### src/rtl/mul_seq_pkg.sv
// Shared definitions for the multi-cycle multiplier sequencer:
// state encoding, the MUL ALU opcode and the flag bit positions.
package mul_seq_pkg;

  typedef enum logic [1:0] {
    StIdle = 2'd0,
    StBusy = 2'd1,
    StDone = 2'd2
  } mul_state_e;

  localparam logic [2:0] AluMul = 3'b111;

  localparam int unsigned FlagN = 3;
  localparam int unsigned FlagZ = 2;
  localparam int unsigned FlagC = 1;
  localparam int unsigned FlagV = 0;

endpackage

### src/rtl/mul_seq_ctrl.sv
// Sequencer for a registered multiplier: latches MUL operands, stalls the core
// while the product is in flight, then returns both product halves with N/Z flags.
module mul_seq_ctrl
  import mul_seq_pkg::*;
#(
  parameter int unsigned LATENCY = 4,
  parameter int unsigned W       = 32
) (
  input  logic           clk,
  input  logic           reset_n,
  input  logic           start,
  input  logic           flush,
  input  logic [W-1:0]   a,
  input  logic [W-1:0]   b,
  output logic [W-1:0]   mul_a,
  output logic [W-1:0]   mul_b,
  input  logic [2*W-1:0] mul_p,
  output logic           stall,
  output logic           done,
  output logic [W-1:0]   result_lo,
  output logic [W-1:0]   result_hi,
  output logic [3:0]     flags
);

  mul_state_e   state_q, state_d;
  logic [3:0]   cnt_q, cnt_d;
  logic [W-1:0] mul_a_q, mul_a_d;
  logic [W-1:0] mul_b_q, mul_b_d;
  logic [W-1:0] res_lo_q, res_lo_d;
  logic [W-1:0] res_hi_q, res_hi_d;
  logic [3:0]   flags_q, flags_d;
  logic         accept;

  assign accept = (state_q == StIdle) && start && !flush;

  always_comb begin
    state_d  = state_q;
    cnt_d    = cnt_q;
    mul_a_d  = mul_a_q;
    mul_b_d  = mul_b_q;
    res_lo_d = res_lo_q;
    res_hi_d = res_hi_q;
    flags_d  = flags_q;
    case (state_q)
      StIdle: begin
        if (accept) begin
          mul_a_d = a;
          mul_b_d = b;
          cnt_d   = 4'(LATENCY);
          state_d = StBusy;
        end
      end
      StBusy: begin
        // Flush wins over completion: the aborted product is never captured.
        if (flush) begin
          state_d = StIdle;
        end else if (cnt_q == 4'd0) begin
          res_lo_d        = mul_p[W-1:0];
          res_hi_d        = mul_p[2*W-1:W];
          flags_d         = '0;
          flags_d[FlagN]  = mul_p[W-1];
          flags_d[FlagZ]  = (mul_p[W-1:0] == '0);
          state_d         = StDone;
        end else begin
          cnt_d = cnt_q - 4'd1;
        end
      end
      // start seen here still belongs to the completing instruction.
      StDone:  state_d = StIdle;
      default: state_d = StIdle;
    endcase
  end

  always_ff @(posedge clk or negedge reset_n) begin
    if (!reset_n) begin
      state_q  <= StIdle;
      cnt_q    <= 4'd0;
      mul_a_q  <= '0;
      mul_b_q  <= '0;
      res_lo_q <= '0;
      res_hi_q <= '0;
      flags_q  <= 4'd0;
    end else begin
      state_q  <= state_d;
      cnt_q    <= cnt_d;
      mul_a_q  <= mul_a_d;
      mul_b_q  <= mul_b_d;
      res_lo_q <= res_lo_d;
      res_hi_q <= res_hi_d;
      flags_q  <= flags_d;
    end
  end

  // Gated by reset so a held start cannot stall the core while in reset.
  assign stall     = reset_n && (accept || (state_q == StBusy));
  assign done      = (state_q == StDone);
  assign mul_a     = mul_a_q;
  assign mul_b     = mul_b_q;
  assign result_lo = res_lo_q;
  assign result_hi = res_hi_q;
  assign flags     = flags_q;

endmodule

### config.mk
export PLATFORM = sky130hd
export DESIGN_NAME = mul_seq_ctrl
export DESIGN_NICKNAME = d
export VERILOG_FILES = /design/src/rtl/mul_seq_pkg.sv /design/src/rtl/mul_seq_ctrl.sv
export SDC_FILE = /design/constraint.sdc
export NUM_CORES = 1
export LEC_CHECK = 0
export CAP_MARGIN = 20
export CORE_AREA = 2 2 102 104
export CTS_CLUSTER_DIAMETER = 60
export DETAILED_ROUTE_END_ITERATION = 8
export DIE_AREA = 0 0 104 106
export DONT_BUFFER_PORTS = 1
export PLACE_DENSITY = 0.69
export SYNTH_ARGS = -nofsm -noshare
export SYNTH_HDL_FRONTEND = slang
export SYNTH_SLANG_ARGS = --single-unit
### constraint.sdc
create_clock -name clk -period 5.79 [get_ports clk]
set_input_delay 0.8685 -clock clk [delete_from_list [all_inputs] [get_ports clk]]
set_output_delay 0.8685 -clock clk [all_outputs]
set_load 0.05 [all_outputs]
==> reports/results.txt, run 1 <==
reg-to-reg critical path endpoint -> result_hi[24]
io pins -> 266
Post-Synth Adder-Cell Area -> 0.00233
maximum vdd ir drop -> 338 µV
most common cell after layout, fill and taps aside -> dfrtp_1
dpl cells -> 443
CTS Buf Count -> 17
detailed-route via count -> 2625
1st-iter DRT viols -> 118
critical path type -> flip-flop to primary output
dpl ws -> 2380 ps
Synth warnings -> 0
WP data required -> 4920 ps
largest net degree at the start of global routing -> 137
uppermost routed layer -> met4
global-route wire length before repair -> 16.1 mm
DP HPWL -> 7.45 mm
initial antenna violation count -> 0
sequential share of power -> 0.650
number of vias per cell -> 5.53
outcome -> complete, no violations
Cells after Synth -> 322
Overall Global Routing Usage -> 0.193
P&R area growth vs syn -> 11.1%
Row Count -> 37
fmax -> 291 MHz
WL final -> 10.6 mm
H-tree lvl count -> 4
DR WL/cell -> 22.4 µm
# clock sinks -> 135
flops & latches, synth -> 135
CP max-delay cell -> buf_4
FF/Latch Area -> 3380 µm²
final hold violations -> 0
Final Wtd Congestion -> 0.738
nets -> 459
XOR/XNOR Fraction of Synth Area -> 0
post-CTS setup buffer count -> 0
main area contributors after synthesis -> dfrtp_1 63%, mux2_2 19%, mux2_4 11%
Synth cell types -> 28
number of detailed-route iterations in the first pass -> 4
FILL cells -> 769
CTS Buffer Depth -> 2
die footprint -> 11000 µm²
Slew @ Worst Pin -> 1040 ps
clock group share of total power -> 0.227
IO buf count -> 0
grt ovf -> 0
Hold Crit Class -> input pin to asynchronous set/reset pin
Final Instance Count excl. Fillers -> 475
setup violators final -> 0
combinational family with the most area after synthesis -> multiplexers
max cap viols -> 0
diode count -> 0
power share of the combinational group -> 0.123
R2R setup slack -> 3570 ps
Post-Syn Area per Cell -> 16.7 µm²
Post-CTS Hold Buffers -> 0
compound-cell area share of the yosys netlist -> 0.0109
number of global-route vias before repair -> 2887
leak pwr -> 2.70 nW
met3 wire len -> 1.05 mm
Layout Skew -> 13.0 ps
kind of end point of the critical path -> primary output
Netlist Area Pre-Place -> 5380 µm²
Multi-input gate area -> 1860 µm²
antenna-violating nets left -> 0
Detail Route met2 WL -> 5.48 mm
net switching power -> 0.00209 W
mux contribution to synthesized area -> 0.299
PD cells -> 720 nW/µm²
P_int -> 0.00222 W
core area -> 10000 µm²
Max Slew Vio Count -> 0
Worst R2R Path Depth -> 5
critical path's largest stage delay -> 630 ps
kind of start point of the critical path -> flip-flop
post-synth top area share -> 0.628
worst-path fanout max -> 65
die extent in y -> 106 µm
RSZ-0062 raised after global routing -> false
Synth Area in Simple Gates -> 0.0316
share of cells above drive strength 1 -> 0.499
clk slew on worst S/H paths -> 60 ps
CP arrival -> 2570 ps
CTS tree -> yes
sequential fraction of the synthesis area -> 0.628
minimum clock period -> 3440 ps
clk root buf -> clkbuf_8
die width -> 104 µm
Final WS setup -> 2350 ps
Setup TNS -> 0 ps
switching power share of the total -> 0.485
Worst slew margin -> 0.307
drt drc -> 0
worst-path cell chain -> or2_2 > nor3b_2 > buf_4 > o21a_1
most frequent cells in the layout -> 135 x dfrtp_1, 92 x mux2_2, 38 x mux2_4
final worst-path cycle share -> 0.593
Reg-to-Reg Start -> cnt_q[0]
Initial Utilization -> 0.538
post-cts sizing count -> 0
Skew-Pair Late Insertion Delay -> 500 ps
WL met1 -> 4.03 mm
Yosys top cell by area -> dfrtp_1
synthesized netlist by cell type:
master	number
nor2b_1	2
nand2b_2	1
a2111oi_0	1
nand4_1	2
o41ai_1	2
dfrtp_1	135
buf_6	5
o21a_1	1
nor3b_1	1
buf_4	8
nor3_1	1
and4bb_2	1
mux2_2	92
ha_1	1
nand2_1	1
o2bb2ai_1	1
or4_4	1
conb_1	1
nor4_1	9
buf_2	4
mux2_4	38
nand2b_1	1
inv_1	4
o31ai_1	1
or3_1	1
nor2_1	4
a2bb2oi_1	1
or2_2	2
per-layer routing:
layer | track usage | vias to the layer above
li1 | - | 1156
met3 | 0.0907 | 6
met4 | 0.0676 | 0
met1 | 0.218 | 1300
met2 | 0.324 | 163
met5 | 0 | -
power by group through the flow:
| stage | combinational, W | clock [W] | sequential, W |
|---|---|---|---|
| CTS | 0.000536 | 0.00101 | 0.00281 |
| global placement | 0.000508 | 0 | 0.00282 |
| detailed placement | 0.000537 | 0 | 0.00282 |
| finish | 0.000528 | 0.000978 | 0.00280 |
| global route | 0.000574 | 0.00106 | 0.00284 |
| floorplan | 0.000506 | 0 | 0.00271 |
sequential cells by signal, indices dropped and copies added (netlist names):
name,count
state_q,2
flags,1
mul_b,32
cnt_q,4
mul_a,32
result_hi,32
result_lo,32
logic make-up (layout without fill, tap and decap cells):
logic type | Yosys count | in the layout
compound gates | 7 | 7
fa+ha+maj | 1 | 1
flops | 135 | 135
simple gates | 27 | 27
buf+inv | 21 | 37
mux | 130 | 130
other cells | 1 | 2
per-stage QoR:
step	cell area, µm²	util	hold slack (ps)	power [W]
global route	5980	0.598	12.6	0.00447
global placement	5430	0.543	511	0.00333
CTS	5980	0.598	30.2	0.00435
detailed placement	5430	0.543	526	0.00336
finish	5980	0.598	58.6	0.00431
floorplan	5390	-	497	0.00322
worst max-delay path, delay by kind of cell, from the launching register on:
kind            cells  cell delay [ps]
buf+inv             1              630
simple gates        2              530
compound gates      1              500
flops               1              390
worst max path at each step:
| stage | to | cells past startpoint | slack (ps) | startpoint |
|---|---|---|---|---|
| after detailed placement | stall | 4 | 2380 | flush |
| after CTS | stall | 4 | 2290 | state_q[1] |
| final | stall | 4 | 2350 | state_q[1] |
| after floorplan | stall | 5 | 2710 | flush |
| after global placement | stall | 4 | 2400 | flush |
| after global routing | stall | 4 | 2170 | state_q[1] |
cell type report:
cell class,count,area share
Inverter,4,0.00251
Tap cell,136,0.0285
Clock inverter,12,0.0157
Sequential cell,135,0.565
Timing Repair Buffer,1,0.00126
Clock buffer,20,0.0762
Multi-Input combinational cell,167,0.311
Power figures use the tool's default switching activity.
==> run 2, diff against run 1 <==
--- a/config.mk
+++ b/config.mk
@@ -11,7 +11,7 @@
 export DETAILED_ROUTE_END_ITERATION = 8
 export DIE_AREA = 0 0 104 106
 export DONT_BUFFER_PORTS = 1
-export PLACE_DENSITY = 0.69
+export PLACE_DENSITY = 0.71
 export SYNTH_ARGS = -nofsm -noshare
 export SYNTH_HDL_FRONTEND = slang
 export SYNTH_SLANG_ARGS = --single-unit
==> constraint.sdc (replaced) <==
create_clock -name clk -period 2.8 [get_ports clk]
set_input_delay 0.42 -clock clk [delete_from_list [all_inputs] [get_ports clk]]
set_output_delay 0.42 -clock clk [all_outputs]
set_load 0.05 [all_outputs]
==> reports/results.txt, run 2 (same netlist as run 1, synthesis figures left out) <==
outcome -> complete, but fails checks
violated checks -> hold timing
detailed-route via count -> 2628 (+0.11%)
Final Wtd Congestion -> 0.777 (+5.3%)
global-route wire length before repair -> 15.4 mm (-4.3%)
worst-path cell chain -> or2_2 > nor3b_2 > o21a_1 > buf_4
leak pwr -> 2.74 nW (+1.5%)
number of global-route vias before repair -> 2838 (-1.7%)
worst-path fanout max -> 5 (-92%)
largest net degree at the start of global routing -> 137 (unchanged)
CTS Buffer Depth -> 2 (unchanged)
die footprint -> 11000 µm² (unchanged)
most frequent cells in the layout -> 135 x dfrtp_1, 92 x mux2_2, 38 x mux2_4
post-CTS setup buffer count -> 0 (unchanged)
Final Power -> 0.00889 W (+110%)
1st-iter DRT viols -> 137 (+16%)
Row Count -> 37 (unchanged)
die width -> 104 µm (unchanged)
antenna-violating nets left -> 0 (unchanged)
Layout Skew -> 6.33 ps (-6.70 ps)
number of detailed-route iterations in the first pass -> 4 (unchanged)
CP arrival -> 1830 ps (-740 ps)
Setup TNS -> 0 ps (unchanged)
Initial Utilization -> 0.538 (unchanged)
Overall Global Routing Usage -> 0.184 (-0.00868)
grt ovf -> 0 (unchanged)
critical path type -> flip-flop to primary output
io pins -> 266 (unchanged)
Skew-Pair Late Insertion Delay -> 510 ps (about the same)
kind of start point of the critical path -> flip-flop
setup violators final -> 0 (unchanged)
share of cells above drive strength 1 -> 0.501 (+0.00293)
maximum vdd ir drop -> 691 µV (+100%)
kind of end point of the critical path -> primary output
DP HPWL -> 7.45 mm (about the same)
drt drc -> 0 (unchanged)
critical path's largest stage delay -> 390 ps (-240 ps)
WL final -> 10.2 mm (-4.5%)
CP top delay family -> simple AND/OR/NAND/NOR gates
PD cells -> 1480 nW/µm² (+100%)
number of vias per cell -> 5.49 (-0.72%)
DR WL/cell -> 21.2 µm (-5.3%)
nets -> 463 (+0.87%)
Max Slew Vio Count -> 0 (unchanged)
# clock sinks -> 135 (unchanged)
CP max-delay cell -> dfrtp_1
post-cts sizing count -> 0 (unchanged)
minimum clock period -> 2250 ps
clk slew on worst S/H paths -> 60 ps (about the same)
die extent in y -> 106 µm (unchanged)
Worst slew margin -> 0.402 (+0.0951)
Hold Crit Class -> input pin to asynchronous set/reset pin
Critical path buffers and inverters -> 1 (unchanged)
clk root buf -> clkbuf_8
WP data required -> 2380 ps (-2540 ps)
dpl cells -> 447 (+0.90%)
most common cell after layout, fill and taps aside -> dfrtp_1
final core occ -> 0.602 (+0.00425)
IO buf count -> 0 (unchanged)
worst hold margin -> -397 ps (-456 ps)
diode count -> 0 (unchanged)
RSZ-0062 raised after global routing -> false
final worst-path cycle share -> 0.805
Final Instance Count excl. Fillers -> 479 (+0.84%)
final hold violations -> 135 (+135)
H-tree lvl count -> 4 (unchanged)
CTS tree -> yes
Slew @ Worst Pin -> 897 ps (-143 ps)
fmax -> 443 MHz
core area -> 10000 µm² (unchanged)
P&R area growth vs syn -> 11.9%
max cap viols -> 0 (unchanged)
initial antenna violation count -> 0 (unchanged)
CTS Buf Count -> 17 (unchanged)
run 2: changes by cell type in the layout (fill, tap and decap cells not counted), sizes merged:
cell / delta
clkinv: +6
buf: +4
inv: -4
clkinvlp: -3
bufinv: +1
run 2: layer usage:
layer,part of all wire,track usage,wire [µm]
met1,0.38,0.208,3830
met2,0.51,0.309,5230
met3,0.097,0.0803,984
met4,0.011,0.0734,114
met5,0,0,0
run 2: area by class of cell:
| cell class | count | area [µm²] |
|---|---|---|
| Fill cell | 761 | 3980 |
| Multi-Input combinational cell | 167 | 1860 |
| Clock inverter | 12 | 104 |
| Clock buffer | 20 | 445 |
| Timing Repair Buffer | 5 | 50.0 |
| Sequential cell | 135 | 3380 |
| Inverter | 4 | 15.0 |
| Tap cell | 136 | 170 |
run 2: power by group:
| group | leakage [nW] | switching [W] | internal (W) |
|---|---|---|---|
| clock network | 0.266 | 0.000797 | 0.00122 |
| logic | 0.854 | 0.000300 | 0.000786 |
| registers | 1.62 | 0.00315 | 0.00264 |
| total | 2.74 | 0.00425 | 0.00464 |
run 2: worst paths after layout:
kind                            endpoint  cells past startpoint       start  slack [ps]
max                                stall                      4  state_q[1]         550
min                        result_lo[17]                      0     reset_n        -400
max reg2reg                result_hi[30]                      6    cnt_q[0]         660
min reg2reg                     cnt_q[1]                      1    cnt_q[1]         540
max in group asynchronous     state_q[0]                      0     reset_n        2980
min in group clk           result_lo[20]                      1   mul_p[20]          50
run 2: stage by stage:
step                      worst slack, ps  area [µm²]
after global placement                714        5470
final                                 545        6020
after global routing                  431        6020
after CTS                             494        6020
after floorplan                       613        5390
after detailed placement              645        5470
==> run 3, diff against run 2 <==
--- a/config.mk
+++ b/config.mk
@@ -11,7 +11,7 @@
 export DETAILED_ROUTE_END_ITERATION = 8
 export DIE_AREA = 0 0 104 106
 export DONT_BUFFER_PORTS = 1
-export PLACE_DENSITY = 0.71
+export PLACE_DENSITY = 0.69
 export SYNTH_ARGS = -nofsm -noshare
 export SYNTH_HDL_FRONTEND = slang
 export SYNTH_SLANG_ARGS = --single-unit
==> constraint.sdc (replaced) <==
create_clock -name clk -period 2.2 [get_ports clk]
set_input_delay 0.33 -clock clk [delete_from_list [all_inputs] [get_ports clk]]
set_output_delay 0.33 -clock clk [all_outputs]
set_load 0.05 [all_outputs]
==> reports/results.txt, run 3 <==
outcome -> stopped before the end
Exit stage -> 4_1_cts
First Error -> [ERROR RSZ-0060] Max buffer count reached.
Post-synth EDFFs -> 0 (unchanged)
Yosys top cell by area -> dfrtp_1
top cells by count, synth -> 135 x dfrtp_1, 92 x mux2_2, 38 x mux2_4, 9 x nor4_1, 8 x buf_4
flops & latches, synth -> 135 (unchanged)
post-synth top area share -> 0.628 (unchanged)
clk root buf -> clkbuf_8
CTS Buf Count -> 17 (unchanged)
post-cts sizing count -> 2 (+2)
H-tree lvl count -> 4 (unchanged)
Row Count -> 37 (unchanged)
async set-reset flop share out of synthesis -> 1.00 (unchanged)
IO buf count -> 0 (unchanged)
Post-Syn Area per Cell -> 16.7 µm² (unchanged)
sequential fraction of the synthesis area -> 0.628 (unchanged)
Synth Flop Type -> dfrtp_1
Initial Utilization -> 0.538 (unchanged)
CTS Buffer Depth -> 2 (unchanged)
Netlist Area Pre-Place -> 5380 µm² (unchanged)
io pins -> 266 (unchanged)
# clock sinks -> 135 (unchanged)
post-CTS setup buffer count -> 2 (+2)
main area contributors after synthesis -> dfrtp_1 63%, mux2_2 19%, mux2_4 11%
die width -> 104 µm (unchanged)
Final Wtd Congestion -> 0.776 (-0.10%)
Synth cell types -> 28 (unchanged)
Cells after Synth -> 322 (unchanged)
DP HPWL -> 7.65 mm (+2.7%)
die extent in y -> 106 µm (unchanged)
count leader, synth -> dfrtp_1
dpl ws -> 310 ps (-335 ps)
Post-CTS Hold Buffers -> 101
Synth warnings -> 0 (unchanged)
run 3: cell counts after synthesis:
No cell type changed its count.
run 3: stage by stage:
step	instances	cell area [µm²]	hold slack (ps)	util
after floorplan	323	5390	34.4	-
after detailed placement	449	5540	38.3	0.554
after global placement	449	5540	38.1	0.554
run 3: logic make-up after synthesis:
group	Yosys count	synth area share
and+or+nand+nor	27	0.0316
adders and majority gates	1	0.00232
buffers and inverters	21	0.0281
other	1	0.000697
DFF	135	0.628
AOI/OAI and AO/OA	7	0.0109
muxes	130	0.299
==> run 4, diff against run 3 <==
--- a/config.mk
+++ b/config.mk
@@ -6,12 +6,10 @@
 export NUM_CORES = 1
 export LEC_CHECK = 0
 export CAP_MARGIN = 20
-export CORE_AREA = 2 2 102 104
-export CTS_CLUSTER_DIAMETER = 60
+export CORE_UTILIZATION = 40
 export DETAILED_ROUTE_END_ITERATION = 8
-export DIE_AREA = 0 0 104 106
 export DONT_BUFFER_PORTS = 1
-export PLACE_DENSITY = 0.69
+export PLACE_DENSITY_LB_ADDON = 0.15
 export SYNTH_ARGS = -nofsm -noshare
 export SYNTH_HDL_FRONTEND = slang
 export SYNTH_SLANG_ARGS = --single-unit
==> reports/results.txt, run 4 (same netlist as run 1, synthesis figures left out) <==
sequential share of power -> 0.645
antenna-violating nets left -> 0
CTS Buffer Depth -> 2 (unchanged)
outcome -> complete, but fails checks
reg-to-reg critical path endpoint -> result_hi[5]
final hold violations -> 135
Layout Skew -> 7.23 ps
most frequent cells in the layout -> 135 x dfrtp_1, 92 x mux2_2, 38 x mux2_4
share of cells above drive strength 1 -> 0.488
kind of end point of the critical path -> primary output
violated checks -> hold timing
number of global-route vias before repair -> 3009
nets -> 466
RSZ-0062 raised after global routing -> false
Setup TNS -> 0 ps
IO buf count -> 0 (unchanged)
final core occ -> 0.466
clock group share of total power -> 0.231
initial antenna violation count -> 0
Worst R2R Path Depth -> 6
dpl cells -> 489 (+8.9%)
minimum clock period -> 2030 ps
Max Slew Vio Count -> 0
global-route wire length before repair -> 16.2 mm
Hold Crit Class -> input pin to asynchronous set/reset pin
Initial Utilization -> 0.408 (-0.130)
P&R area growth vs syn -> 14.2%
core area -> 13200 µm²
diode count -> 0
detailed-route via count -> 2720
Final Wtd Congestion -> 0.715 (-7.9%)
1st-iter DRT viols -> 65
fmax -> 492 MHz
power share of the combinational group -> 0.124
number of vias per cell -> 5.25
H-tree lvl count -> 4 (unchanged)
drt drc -> 0
number of detailed-route iterations in the first pass -> 4
clk slew on worst S/H paths -> 50 ps
final worst-path cycle share -> 0.924
maximum vdd ir drop -> 801 µV
largest net degree at the start of global routing -> 137
WL final -> 10.3 mm
switching power share of the total -> 0.467
CTS Buf Count -> 17 (unchanged)
die width -> 118 µm (+13%)
Slew @ Worst Pin -> 915 ps
kind of start point of the critical path -> flip-flop
CP max-delay cell -> dfrtp_1
critical path type -> flip-flop to primary output
io pins -> 266 (unchanged)
Worst slew margin -> 0.390
WP data required -> 1870 ps
CP arrival -> 1700 ps
max cap viols -> 0
setup violators final -> 0
DP HPWL -> 7.50 mm (-2.0%)
Row Count -> 42 (+14%)
PD cells -> 1860 nW/µm²
Reg-to-Reg Start -> cnt_q[0]
CTS tree -> yes
Overall Global Routing Usage -> 0.154
R2R setup slack -> 180 ps
worst-path cell chain -> or2_4 > nor3b_4 > buf_12 > o21a_1 > buf_6
die extent in y -> 118 µm (+11%)
net switching power -> 0.00533 W
clk root buf -> clkbuf_16
most common cell after layout, fill and taps aside -> dfrtp_1
P_int -> 0.00608 W
worst hold margin -> -386 ps
critical path's largest stage delay -> 400 ps
Final Instance Count excl. Fillers -> 518
# clock sinks -> 135 (unchanged)
leak pwr -> 2.77 nW
Skew-Pair Late Insertion Delay -> 410 ps
worst-path fanout max -> 5
DR WL/cell -> 19.8 µm
die footprint -> 13900 µm²
grt ovf -> 0
## run 4: area by class of cell
class / count / area, µm²
repair buffers: 8 / 118
well taps: 176 / 220
inverters: 4 / 15.0
fillers: 1157 / 7050
clock inverters: 4 / 72.6
flip-flops and latches: 135 / 3380
multi-input cells: 167 / 1870
clock buffers: 24 / 472
## run 4: how the worst max path moves through the flow
stage / from / end / slack [ps] / cells past startpoint
after detailed placement: cnt_q[0] / result_hi[5] / 190 / 6
after floorplan: state_q[1] / stall / 130 / 5
after global placement: cnt_q[0] / result_hi[8] / 230 / 6
final: state_q[1] / stall / 170 / 5
after CTS: state_q[1] / stall / 20 / 5
after global routing: state_q[1] / stall / 50 / 5
## run 4: through the flow
| step | instance area (µm²) | setup slack, ps | hold slack, ps | total power, W |
|---|---|---|---|---|
| final | 6140 | 168 | -386 | 0.0114 |
| after global routing | 6140 | 48.6 | -416 | 0.0118 |
| after CTS | 6130 | 18.7 | -410 | 0.0115 |
| after detailed placement | 5580 | 187 | 37.4 | 0.00886 |
| after global placement | 5580 | 234 | 37.5 | 0.00880 |
| after floorplan | 5390 | 129 | 34.4 | 0.00846 |
## run 4: worst max-delay path, delay by kind of cell (launching register included)
family | cells | cell delay (ps)
simple gates | 2 | 500
flops | 1 | 400
buf+inv | 2 | 280
compound gates | 1 | 110
## run 4: timing repair
item	in CTS	in global routing
buffers inserted	1	0
gates resized for setup	1	3
hold endpoints to repair	135	135
endpoints found under the setup margin	1	35
pin swaps	0	1
cloned	0	0
## run 4: per-layer routing
metal,GRT usage,routed length (µm),vias up
li1,-,-,1166
met1,0.168,3810,1360
met2,0.249,5150,175
met3,0.0761,1090,19
met4,0.0769,215,0
met5,0,0,-
## run 4: power groups by stage
stage / Clock [W] / Sequential (W) / Combinational [W]
5_1_grt: 0.00282 / 0.00747 / 0.00155
6_report: 0.00263 / 0.00736 / 0.00142
3_5_place_dp: 0 / 0.00741 / 0.00144
3_3_place_gp: 0 / 0.00743 / 0.00136
2_1_floorplan: 0 / 0.00713 / 0.00133
4_1_cts: 0.00271 / 0.00738 / 0.00144
